File: src/rtl/regfile_pkg.sv
// Shared sizing defaults and output-stage state encoding for the dual-read register file.
package regfile_pkg;

  localparam int unsigned REGFILE_WIDTH = 32;
  localparam int unsigned REGFILE_DEPTH = 32;
  localparam int unsigned REGFILE_AW    = $clog2(REGFILE_DEPTH);

  typedef enum logic {
    ST_EMPTY = 1'b0,
    ST_FULL  = 1'b1
  } rd_state_t;

endpackage

File: src/rtl/regfile_entry.sv
// One register-file entry: WIDTH-bit register with async clear and write enable.
module regfile_entry #(
  parameter int unsigned WIDTH = 32
) (
  input  logic             clk,
  input  logic             clr,
  input  logic             en,
  input  logic [WIDTH-1:0] d,
  output logic [WIDTH-1:0] q
);

  always_ff @(posedge clk or posedge clr) begin
    if (clr) q <= '0;
    else if (en) q <= d;
  end

endmodule

File: src/rtl/regfile_dual_read.sv
// Register file with one write port and two read ports sharing a one-deep,
// valid/accept handshaked output register; r0 is hard-wired to zero.
module regfile_dual_read
  import regfile_pkg::*;
#(
  parameter int unsigned WIDTH = REGFILE_WIDTH,
  parameter int unsigned DEPTH = REGFILE_DEPTH,
  parameter int unsigned AW    = (DEPTH > 1) ? $clog2(DEPTH) : 1
) (
  input  logic             clk,
  input  logic             clr,
  input  logic             we,
  input  logic [AW-1:0]    waddr,
  input  logic [WIDTH-1:0] wdata,
  input  logic             rd_req,
  input  logic [AW-1:0]    raddr_a,
  input  logic [AW-1:0]    raddr_b,
  output logic             rd_gnt,
  output logic             rd_valid,
  input  logic             rd_accept,
  output logic [WIDTH-1:0] rdata_a,
  output logic [WIDTH-1:0] rdata_b
);

  logic [WIDTH-1:0] mem [DEPTH];
  logic             wr_hit;
  logic [WIDTH-1:0] cap_a;
  logic [WIDTH-1:0] cap_b;
  rd_state_t        state;

  assign mem[0] = '0;

  // Only in-range, non-zero addresses are writable.
  assign wr_hit = we && (waddr != '0) && (32'(waddr) < DEPTH);

  for (genvar i = 1; i < int'(DEPTH); i++) begin : g_entry
    regfile_entry #(.WIDTH(WIDTH)) u_entry (
      .clk (clk),
      .clr (clr),
      .en  (wr_hit && (waddr == AW'(i))),
      .d   (wdata),
      .q   (mem[i])
    );
  end

  assign rd_gnt = rd_req && (!rd_valid || rd_accept);

  // Read values as they would be after this edge's write (write-through bypass).
  always_comb begin
    cap_a = '0;
    cap_b = '0;
    if (32'(raddr_a) < DEPTH) cap_a = mem[raddr_a];
    if (32'(raddr_b) < DEPTH) cap_b = mem[raddr_b];
    if (wr_hit && (waddr == raddr_a)) cap_a = wdata;
    if (wr_hit && (waddr == raddr_b)) cap_b = wdata;
  end

  always_ff @(posedge clk or posedge clr) begin
    if (clr) begin
      state    <= ST_EMPTY;
      rd_valid <= 1'b0;
      rdata_a  <= '0;
      rdata_b  <= '0;
    end else begin
      case (state)
        ST_EMPTY: begin
          if (rd_gnt) begin
            state    <= ST_FULL;
            rd_valid <= 1'b1;
            rdata_a  <= cap_a;
            rdata_b  <= cap_b;
          end
        end
        ST_FULL: begin
          if (rd_gnt) begin
            rdata_a <= cap_a;
            rdata_b <= cap_b;
          end else if (rd_accept) begin
            state    <= ST_EMPTY;
            rd_valid <= 1'b0;
          end
        end
        default: begin
          state    <= ST_EMPTY;
          rd_valid <= 1'b0;
        end
      endcase
    end
  end

endmodule

File: config.mk
export PLATFORM = sky130hd
export DESIGN_NAME = regfile_dual_read
export DESIGN_NICKNAME = d
export VERILOG_FILES = /design/src/rtl/regfile_pkg.sv /design/src/rtl/regfile_entry.sv /design/src/rtl/regfile_dual_read.sv
export SDC_FILE = /design/constraint.sdc
export NUM_CORES = 2
export LEC_CHECK = 0
export CAP_MARGIN = 25
export CELL_PAD_IN_SITES_DETAIL_PLACEMENT = 1
export CELL_PAD_IN_SITES_GLOBAL_PLACEMENT = 2
export CORE_ASPECT_RATIO = 1.25
export CORE_MARGIN = 3
export CORE_UTILIZATION = 35
export CTS_CLUSTER_DIAMETER = 60
export DETAILED_ROUTE_END_ITERATION = 8
export PLACE_DENSITY_LB_ADDON = 0.25
export SLEW_MARGIN = 5
export SYNTH_ARGS = -nofsm -noshare
export SYNTH_HDL_FRONTEND = slang
export SYNTH_SLANG_ARGS = --single-unit
File: constraint.sdc
create_clock -name clk -period 45.5 [get_ports clk]
set_input_delay 9.1 -clock clk [delete_from_list [all_inputs] [get_ports clk]]
set_output_delay 9.1 -clock clk [all_outputs]
set_load 0.01 [all_outputs]
==> run metrics <==
# port buffers 117; Worst VDD drop 0.0000319 V; num rows 164; largest area contributor in the netlist dfrtp_1; Fillers 16.1k; Ys Warns 0; number of synthesized flops with an enable pin 0; max-cap violations 0; vias in the first global route 39.2k; final RePlAce weighted congestion 0.758; status finished clean; Final Net Count 3,897; Final min period 19.81 ns; clock root buffer clkbuf_16; Final Hold Fails 0; worst hold path class reg2reg; unrepaired setup endpoints after global routing no; CP Class in2out; top post-synthesis cells by area dfrtp_1, mux2_2, mux4_2, mux2i_1, a22oi_1; Post-CTS Setup Inserts 0; Power Density 44.8 nW/um2; first-pass GRT wire length 294 mm; Cells after Synth 3,888; crit path to rd_gnt; grt total ovfl 0; cts repair resizes 0; CP Max Fanout 8; DP HPWL 118 mm; Routed Antenna Nets 0; syn_nets 3,940; clock sinks 1,058; P&R area growth vs syn 13.3%; clock tree from TritonCTS yes; I/O Pins 118; post-synth top area share 46.8%; LEAKAGE 0.0271 uW; FMAX 50.5 MHz; Core ar. 160,000 um2; average cell area after synthesis 14.5 um2; Worst R2R End rdata_a[9]; final setup TNS 0 ns; final setup fails 0; htree depth 3; initial antenna violation count 8; worst slew pin tran 1.10 ns; Crit path required time 36.40 ns; # placed instances 5,794; r2r setup slk 42.70 ns; CTS max path bufs 3; Reg2Reg Depth 8; final slew viol count 0; most frequent cells in the layout mux2_2, dfrtp_1, mux4_2, mux2i_1, a22oi_1; DRT Pass-1 Iters 5; commonest non-fill, non-tap cell in the layout mux2_2; final WL 203 mm; Final period util 43.5%; post-synthesis register bit count 1,058; DRC viols 0; CP Capture Type output port; synth unique cells 52; Total GRT Usage 24.5%; DR iter-0 viols 2,510; max_slew headroom 26.5%; synthesized cell area 56,500 um2; clk slew on worst S/H paths 0.06 ns; Worst-Skew Late Latency 0.74 ns; non-filler cells, final 6,022; Crit. Startpoint rd_accept; layout cells sized above 1 49.6%; Hold Buf Count CTS 0; predominant post-synthesis flop cell dfrtp_1; WL/cell 33.8 um; crit path launch type input pin; Place WS 25.67 ns; die area 166,000 um2; post-synthesis sequential area ratio 46.8%; Chip Height 455 um; die span in x 365 um; Clock Skews 0.0175 ns; WP data arrival 10.71 ns; Starting Density 35.3%; final worst setup slack 25.69 ns; Vias 36.3k; largest net degree at the start of global routing 176; via/cell ratio 6.02; CTS buffer count 120; Post-synth ARST share 100%; worst flop-to-flop path startpoint rd_valid
[flip-flops by register name, summed over array words and instances, names as in the netlist]
register	cells
rdata_a	32
state	1
rdata_b	32
rd_valid	1
g_entry.u_entry.q	992
[power breakdown]
group	leakage (uW)	internal (uW)	switching (uW)
registers	0.0135	1130	144
logic	0.0116	351	248
clock network	0.00199	583	414
[area by class of cell]
class / count / area, um2 / share of cell area (%)
Multi-Input combinational cell: 2414 / 28400 / 44.4
Sequential cell: 1058 / 26500 / 41.3
Clock buffer: 184 / 3650 / 5.70
Tap cell: 2075 / 2600 / 4.05
Timing Repair Buffer: 245 / 2480 / 3.88
Clock inverter: 39 / 384 / 0.600
Inverter: 6 / 30.0 / 0.0469
Antenna cell: 1 / 2.50 / 0.00391
[through the flow]
stage	hold slack [ns]	area (um2)	power, uW	utilization (%)
2_1_floorplan	0.438	56500	1690	-
3_3_place_gp	0.460	59600	1860	37.2
3_5_place_dp	0.467	59900	1890	37.4
4_1_cts	0.476	63900	2900	39.9
5_1_grt	0.493	64000	3010	40.0
6_report	0.472	64000	2870	40.0
[cell families after synthesis]
| logic type | after synthesis | synth area share [%] |
|---|---|---|
| DFF | 1058 | 46.8 |
| AOI/OAI and AO/OA | 452 | 6.49 |
| buffers and inverters | 416 | 3.44 |
| xor gates and xnor gates | 10 | 0.155 |
| and+or+nand+nor | 257 | 2.26 |
| muxes | 1695 | 40.8 |
[worst min-delay path by stage]
stage                from       end  slack [ns]  cells after the start
floorplan           state  rd_valid        0.44                      1
global placement    state  rd_valid        0.46                      1
detailed placement  state  rd_valid        0.47                      1
CTS                 state  rd_valid        0.48                      1
global route        state  rd_valid        0.49                      1
finish              state  rd_valid        0.47                      1
[cell usage after synthesis, drive strengths merged, types with 2 or more instances]
cell type  number
a22o           17
nor3b           2
mux2         1141
nor2b          14
mux4          373
a211oi          9
nand2b         34
or4             2
xnor2          10
o2111ai        30
nand2         101
nand3           7
and3            2
nand4b          3
a31oi           3
a22oi         146
o21ai           7
mux2i         181
clkbuf        173
nor4            2
nor3           33
nor2           52
o221ai         43
a21oi          76
and2            3
o22ai          31
a221oi         17
buf           237
o311ai          5
dfrtp        1058
o211ai         33
a21o           33
inv             6
[critical path: stages]
cell	delay [ns]
clkdlybuf4s50_1	0.50
nand2b_1	0.19
nand2_4	0.19
inv_2	0.16
clkdlybuf4s50_1	0.55
[metal layers]
metal / up-vias / wire [um] / global-route usage [%]
met5: - / 38 / 0
met4: 6 / 6100 / 7.60
met3: 274 / 7700 / 2.87
met2: 778 / 98900 / 40.7
met1: 20312 / 90700 / 33.5
li1: 14908 / - / -
No activity file was read; power rests on OpenSTA's default activity.
